--- config.mk ---
export PLATFORM = sky130hd
export DESIGN_NAME = smg_scan_ctrl
export DESIGN_NICKNAME = d
export VERILOG_FILES = /design/src/rtl/smg_pkg.sv /design/src/rtl/smg_seg_decode.sv /design/src/rtl/smg_scan_ctrl.sv
export SDC_FILE = /design/constraint.sdc
export NUM_CORES = 1
export LEC_CHECK = 0
export CORE_MARGIN = 2
export CORE_UTILIZATION = 56
export CTS_CLUSTER_SIZE = 14
export DETAILED_ROUTE_END_ITERATION = 8
export HOLD_SLACK_MARGIN = 0.05
export PLACE_DENSITY = 0.84
export SLEW_MARGIN = 30
export SYNTH_ARGS = -nofsm -noshare
export SYNTH_HDL_FRONTEND = slang
export SYNTH_SLANG_ARGS = --single-unit
--- constraint.sdc ---
create_clock -name clk -period 5.8 [get_ports clk]
set_clock_uncertainty 0.2 [all_clocks]
set_input_delay 1.74 -clock clk [delete_from_list [all_inputs] [get_ports clk]]
set_output_delay 1.74 -clock clk [all_outputs]
set_load 0.005 [all_outputs]
--- src/rtl/smg_pkg.sv ---
// smg_pkg: seven-segment codes and BCD decode helper shared by display blocks
// Codes are active-high: bit7 = dp, bits6:0 = g..a.
package smg_pkg;
  localparam logic [7:0] SEG_0 = 8'h3F;
  localparam logic [7:0] SEG_1 = 8'h06;
  localparam logic [7:0] SEG_2 = 8'h5B;
  localparam logic [7:0] SEG_3 = 8'h4F;
  localparam logic [7:0] SEG_4 = 8'h66;
  localparam logic [7:0] SEG_5 = 8'h6D;
  localparam logic [7:0] SEG_6 = 8'h7D;
  localparam logic [7:0] SEG_7 = 8'h07;
  localparam logic [7:0] SEG_8 = 8'h7F;
  localparam logic [7:0] SEG_9 = 8'h6F;
  localparam logic [7:0] SEG_DASH = 8'h40;
  localparam logic [7:0] SEG_BLANK = 8'h00;
  localparam int DP_BIT = 7;
  function automatic logic [7:0] bcd_to_seg(input logic [3:0] nibble);
    case (nibble)
      4'd0: return SEG_0;
      4'd1: return SEG_1;
      4'd2: return SEG_2;
      4'd3: return SEG_3;
      4'd4: return SEG_4;
      4'd5: return SEG_5;
      4'd6: return SEG_6;
      4'd7: return SEG_7;
      4'd8: return SEG_8;
      4'd9: return SEG_9;
      default: return SEG_DASH;
    endcase
  endfunction
endpackage

--- src/rtl/smg_seg_decode.sv ---
// smg_seg_decode: combinational BCD nibble to segment code, dp left clear
// Ports: nibble (4b BCD in), seg (8b active-high code out; A-F show a dash).
module smg_seg_decode
  import smg_pkg::*;
(
  input  logic [3:0] nibble,
  output logic [7:0] seg
);
  assign seg = bcd_to_seg(nibble);
endmodule

--- src/rtl/smg_scan_ctrl.sv ---
// smg_scan_ctrl: multiplexed BCD display scanner with frame snapshot, blanking, dp and blink
// Ports: clk, rst (sync, active-high), d_m (0 fee / 1 distance), fee, distance (packed BCD,
// MS nibble on top), blink_en; seg (dp + g..a), an (active digit, 0 = MSD), frame_start.
module smg_scan_ctrl
  import smg_pkg::*;
#(
  parameter int N_DIGITS = 4,
  parameter int SCAN_DIV = 50000,
  parameter int BLINK_FRAMES = 64,
  parameter int DP_FEE = 2,
  parameter int DP_DIST = 1,
  parameter int LZ_BLANK = 1,
  localparam int AN_W = $clog2(N_DIGITS)
) (
  input  logic                  clk,
  input  logic                  rst,
  input  logic                  d_m,
  input  logic [4*N_DIGITS-1:0] fee,
  input  logic [4*N_DIGITS-1:0] distance,
  input  logic                  blink_en,
  output logic [7:0]            seg,
  output logic [AN_W-1:0]       an,
  output logic                  frame_start
);
  localparam int PW = $clog2(SCAN_DIV);
  localparam int BW = BLINK_FRAMES > 1 ? $clog2(BLINK_FRAMES) : 1;
  logic [PW-1:0] pre;
  logic [AN_W-1:0] idx;
  logic [BW-1:0] bcnt;
  logic phase, snap_sel, tick_q, tick, last, wrap, lz, pt, run;
  logic [4*N_DIGITS-1:0] snap_val;
  logic [3:0] nib;
  logic [7:0] dig_seg, seg_next;
  int dp;
  assign tick = pre == PW'(SCAN_DIV - 1);
  assign last = idx == AN_W'(N_DIGITS - 1);
  assign wrap = tick && last;
  assign dp = snap_sel ? DP_DIST : DP_FEE;
  assign pt = dp > 0 && int'(idx) == N_DIGITS - 1 - dp;
  // run tracks "this and every more significant nibble is zero"; digits at or
  // right of the point digit and the LSD are never blanked.
  always_comb begin
    nib = 4'd0;
    lz = 1'b0;
    run = LZ_BLANK != 0;
    for (int i = 0; i < N_DIGITS; i++) begin
      run = run && snap_val[4*(N_DIGITS-1-i) +: 4] == 4'd0;
      if (AN_W'(i) == idx) begin
        nib = snap_val[4*(N_DIGITS-1-i) +: 4];
        lz = run && i < N_DIGITS - 1 && (dp == 0 || i < N_DIGITS - 1 - dp);
      end
    end
  end
  smg_seg_decode u_dec (.nibble(nib), .seg(dig_seg));
  assign seg_next = (blink_en && phase) || lz ? SEG_BLANK : dig_seg | (pt ? 8'(1 << DP_BIT) : 8'h00);
  always_ff @(posedge clk) begin
    if (rst) begin
      pre <= '0;
      idx <= '0;
      bcnt <= '0;
      phase <= 1'b0;
      snap_sel <= 1'b0;
      snap_val <= '0;
      tick_q <= 1'b0;
      seg <= SEG_BLANK;
      an <= '0;
      frame_start <= 1'b0;
    end else begin
      pre <= tick ? '0 : pre + 1'b1;
      tick_q <= tick;
      if (tick) idx <= last ? '0 : idx + 1'b1;
      if (wrap) begin
        snap_sel <= d_m;
        snap_val <= d_m ? distance : fee;
      end
      if (!blink_en) begin
        bcnt <= '0;
        phase <= 1'b0;
      end else if (wrap) begin
        bcnt <= bcnt == BW'(BLINK_FRAMES - 1) ? '0 : bcnt + 1'b1;
        if (bcnt == BW'(BLINK_FRAMES - 1)) phase <= ~phase;
      end
      // outputs trail idx by one clock so an, seg and frame_start move together
      an <= idx;
      seg <= seg_next;
      frame_start <= tick_q && idx == '0;
    end
  end
endmodule

### Word-level counts from Yosys, hierarchy flattened

Memories as Yosys holds them, arrays and structs flattened.
Index checks and enable logic that the tools add are counted.
W data, S select, Z words.

| cells by class | value |
|---|---|
| add/sub/neg operators | 4 |
| $lt $le $gt $ge | 4 |
| eq/ne operators | 7 |
| mux-type cells | 13 |
| bitwise operators | 3 |
| reduce and logical (&&, ||, !) cells | 22 |

Operator list:

| operator | number |
|---|---|
| $eq A3 B32 Y1 | 1 |
| $logic_not A32 Y1 | 1 |
| $lt A1 B32 Y1 const A | 1 |
| $lt A2 B32 Y1 const A | 1 |
| $lt A3 B32 Y1 const A | 1 |
| $add A16 B1 Y16 const B | 1 |
| $eq A16 B16 Y1 const B | 1 |
| $mux W16 | 1 |
| $mux W4 | 4 |
| $logic_not A4 Y1 | 3 |
| $logic_and A1 B1 Y1 | 9 |
| $mux W8 | 1 |
| $or A8 B8 Y8 | 1 |
| $add A6 B1 Y6 const B | 1 |
| $eq A6 B6 Y1 const B | 1 |
| $mux W6 | 1 |
| $reduce_or A2 Y1 | 3 |
| $eq A2 B2 Y1 const A | 2 |
| $logic_or A1 B1 Y1 | 4 |
| $mux W1 | 4 |
| $mux W2 | 2 |
| $sub A2 B2 Y3 const A | 1 |
| $add A2 B1 Y2 const B | 1 |
| $eq A1 B2 Y1 const A | 1 |
| 5 further kinds | 6 |

| storage, ports and cells | value |
|---|---|
| register bits after elaboration | 54 |
| memory bits (read-only) | 112 |
| output and inout bits | 11 |
| logic and storage cells | 64 |
| memories | 1 |

Memory list:

| name | depth | bits a word | read ports | clocked after memory_dff | write ports | line | text |
|---|---|---|---|---|---|---|---|
| (name not given) | 16 | 7 | 1 | 0 | 0 | smg_pkg.sv:18 | `case (nibble)` |

### Depth between registers and ports, before layout

| depth | value |
|---|---|
| depth in word-level cells | 11 |
| gate-level depth with buffers | 9 |
| depth with buffers taken out | 9 |

### Modules after synthesis

A second synthesis with hierarchy kept.

| second synthesis, totals | value |
|---|---|
| cell total of the unflattened synthesis | 296 |
| area, all modules | 2736.4 µm² |

Modules (own cells, without submodules):

| module | instances | cells each | area each (µm²) | sequential area each (µm²) |
|---|---|---|---|---|
| smg_scan_ctrl | 1 | 265 | 2497.4 | 1081.0 |
| smg_seg_decode | 1 | 31 | 239.0 | 0.0 |

### Least setup slack after synthesis

Ideal clock, no wire load.

| timing | value |
|---|---|
| path kind | input port to flip-flop |
| from | in d_m |
| to | reg snap_val[10] |
| setup time | 0.137 ns |
| arrival | 2.889 ns |
| data required time | 5.463 ns |
| slack | 2.574 ns |
| stages | 4 |
| buffers on the path | 2 |
| path through | clkbuf_1 -> clkbuf_1 -> mux2i_1 -> a211oi_2 |

| between the ends | value |
|---|---|
| longest elaborated chain between the ends | 1 |

Ends and longest elaborated chain:

| item | line | text |
|---|---|---|
| start: declaration | smg_scan_ctrl.sv:17 | `input logic d_m,` |
| $mux W16 | smg_scan_ctrl.sv:74 | `snap_val <= d_m ? distance : fee;` |
| end signal: assignment | smg_scan_ctrl.sv:74 |  |
| end: declaration | smg_scan_ctrl.sv:31 | `logic [4*N_DIGITS-1:0] snap_val;` |

Every way passes these cells.
A chain may end at the register's enable or synchronous reset.

### Worst setup path in the final report

| timing | value |
|---|---|
| from | in rst |
| to | reg seg[0] |

| between the ends | value |
|---|---|
| longest elaborated chain between the ends | 1 |

Ends and longest elaborated chain:

| item | line | text |
|---|---|---|
| start: declaration | smg_scan_ctrl.sv:16 | `input logic rst,` |
| $reduce_or A2 Y1 (no line) | -- |  |
| end signal: assignment | smg_scan_ctrl.sv:85 | `seg <= seg_next;` |
| end: declaration | smg_scan_ctrl.sv:21 | `output logic [7:0] seg,` |

Every way passes these cells.

==> metrics.md <==
| Metric | Value |
|---|---|
| Die H | `72.3 µm` |
| Total negative slack | `0 ns` |
| Status | `finished clean` |
| Crit share post-route | `57.5%` |
| Iteration-0 DRC count of the detailed router | `around 130` |
| Crit path buf inv count | `2` |
| Synthesis-to-layout area growth | `22.3%` |
| Top Ports | `47` |
| Avg Vias per Cell | `5.53` |
| Top_reg_cell synth | `dfxtp_1` |
| Final-report setup violation count | `0` |
| Initial antenna violation count | `0` |
| Remaining global-route overflow | `0` |
| Number of synthesized flops with an enable pin | `0` |
| Maximum VDD drop | `0.153 mV` |
| Detail Route Antenna Nets | `0` |
| Vias | `2079` |
| Postcts setup bufs | `0` |
| Die Footprint | `about 0.0052 mm²` |
| Syn avg cell area | `9.28 µm²` |
| Num rows | `24` |
| Achievable clock frequency | `300 MHz` |
| Max Slew Vio Count | `0` |
| Nets@finish | `371` |
| Clock transition at path regs | `0.09 ns` |
| Pleak | `1.19 nW` |
| Setup crit end kind | `flop` |
| Vias in the first global route | `2026` |
| RSZ-0062 raised after global routing | `no` |
| Post-Route WL | `~5300 µm` |
| Crit-path cells | `clkdlybuf4s50_1 -> buf_4 -> a21oi_1 -> o31ai_1 -> or3_1 -> o22ai_1` |
| Worst Path Class, Setup | `in2reg` |
| N_diodes | `0` |
| RePlAce Congestion | `0.844` |
| Layout cells sized above 1 | `between 8 and 9%` |
| Routed WL per cell | `14.1 µm` |
| Count of cell types in the netlist | `44` |
| Clk_lat worst skew | `0.31 ns` |
| Final core occ | `72.3%` |
| Clk root buf | `clkbuf_8` |
| Largest net degree at the start of global routing | `36` |
| Yosys warns | `0` |
| Max Cap Viol | `0` |
| Clk buf depth | `2` |
| DR DRC count | `0` |
| Worst path required time | `between 5 and 6 ns` |
| # fillers | `349` |
| Least-Margin Pin Slew | `0.993 ns` |
| Hold Fails Final Rpt | `0` |
| Die X-Extent | `72.3 µm` |
| Worst slew margin | `33.6%` |
| Slowest stage cell, crit path | `or3_1` |
| All-Layer GR Usage | `between 20% and 30%` |
| Largest delay share family, worst path | `buffers and inverters` |
| Port bufs | `46` |
| Post-Synthesis Cells | `roughly 280` |
| Seq/Total Area, Yosys | `41.4%` |
| Post-synthesis register bit count | `54` |
| CTS Buf Count | `5` |
| CP arrival | `~3.4 ns` |
| Fin crit period | `3.33 ns` |
| H-tree depth | `2` |
| Slowest stage delay, CP | `around 0.45 ns` |
| CTS tree | `built` |
| PD cells | `207 mW/mm²` |
| Total Power | `0.659 mW` |
| Cts repair resizes | `0` |
| Global-route wire length before repair | `8900 µm` |
| Drt first pass iters | `4` |
| Post-Syn Area | `about 0.0026 mm²` |
| DP HPWL | `3820 µm` |
| Core area | `0.00441 mm²` |
| TritonCTS Sinks | `54` |
| Mapped Nets | `329` |
| Hold crit path type | `reg2reg` |
| Async set or reset register ratio after synthesis | `0%` |
| Cts hold-fix bufs | `0` |
| Initial Util | `59.1%` |
| Crit-path max FO | `27` |
| Worst setup SP type | `input pin` |
power by group:
group	internal, mW	leakage (nW)	total [mW]	switching [mW]
logic	0.0286	0.695	0.0451	0.0165
clock network	0.121	0.0575	0.240	0.119
registers	0.372	0.435	0.374	0.00157
total	0.522	1.19	0.659	0.138
cell families after synthesis:
logic type,Yosys count,synth area share (%)
AND/OR/NAND/NOR,109,20.3
flip-flops,54,41.4
AO/OA/AOI/OAI,45,13.4
multiplexers,26,10.2
buffers and inverters,19,3.55
XOR/XNOR,16,5.37
adder cells (fa/ha/maj),12,5.76
layout make-up:
type | instances | area, µm² | area share (%)
Multi-Input combinational cell | 208 | 1440 | 45.0
Sequential cell | 54 | 1080 | 33.9
Tap cell | 52 | 65.1 | 2.04
Inverter | 6 | 22.5 | 0.706
Timing Repair Buffer | 48 | 475 | 14.9
Clock buffer | 8 | 110 | 3.45
flip-flops by register name, indices dropped and copies added (netlist names):
register,cells
snap_sel,1
an,2
frame_start,1
pre,16
tick_q,1
bcnt,6
snap_val,16
idx,2
seg,8
phase,1
metrics by stage:
stage | instance area, µm² | hold slack, ns | std cells | worst slack [ns]
floorplan | 2610 | 0.230 | 281 | 2.57
global placement | 3080 | 0.244 | 368 | 2.17
detailed placement | 3080 | 0.255 | 368 | 2.15
CTS | 3190 | 0.277 | 376 | 2.47
global route | 3190 | 0.299 | 376 | 2.36
finish | 3190 | 0.269 | 376 | 2.47
cell usage after synthesis (all sizes together), types with 2 or more instances:
master | instances | area, µm²
nand4 | 5 | 31.3
or3 | 2 | 12.5
o22ai | 2 | 12.5
o2bb2ai | 2 | 17.5
nand2b | 3 | 18.8
xor2 | 11 | 96.3
xnor2 | 5 | 43.8
nand2 | 21 | 86.3
o31ai | 2 | 15.0
or4 | 4 | 33.8
a21oi | 12 | 60.1
buf | 6 | 43.8
a221oi | 2 | 17.5
dfxtp | 54 | 1080
mux2 | 4 | 45.0
ha | 12 | 150
clkbuf | 7 | 26.3
nand3 | 11 | 55.1
mux2i | 22 | 220
a211oi | 16 | 160
o21ai | 3 | 15.0
and2 | 2 | 12.5
inv | 6 | 22.5
nor2 | 49 | 184
and3 | 2 | 12.5
nor4 | 2 | 27.5
o221ai | 2 | 17.5
nor3 | 3 | 15.0
worst paths after layout:
path                                     startpoint                 to  slack [ns]  cells past startpoint
worst max-delay path                            rst  seg[0]$_SDFF_PP0_        2.47                      6
worst min-delay path              pre[0]$_SDFF_PP0_  pre[0]$_SDFF_PP0_        0.27                      1
worst max register to register  idx[1]$_SDFFE_PP0N_  seg[6]$_SDFF_PP0_        2.75                      8
worst min register to register    pre[0]$_SDFF_PP0_  pre[0]$_SDFF_PP0_        0.27                      1
metal layers:
layer	global-route usage, %	share of wire, %
met3	4.58	4.6
met4	9.01	2.2
met2	36.8	50
met5	0	0
met1	26.2	44
layout by cell type, fill, tap and decap left out, types with 2 or more instances in the layout:
cell type,netlist,layout
mux2i_1,22,22
a221oi_1,2,2
and2_1,2,2
or3_1,2,2
a211oi_2,8,8
o221ai_1,2,2
or4_1,3,3
o2bb2ai_1,2,2
and3_1,2,2
clkbuf_8,0,8
nand3_1,11,11
nand4_1,5,5
a211oi_1,8,8
xnor2_1,5,5
o22ai_1,2,2
nand2_1,20,20
nor2_1,49,49
inv_1,6,6
nand2b_1,3,3
xor2_1,11,11
buf_4,1,2
clkdlybuf4s50_1,0,46
o31ai_1,2,2
ha_1,12,12
dfxtp_1,54,54
a21oi_1,12,12
mux2_2,4,4
o21ai_0,3,3
nor3_1,3,3
No activity file was read; power rests on OpenSTA's default activity.
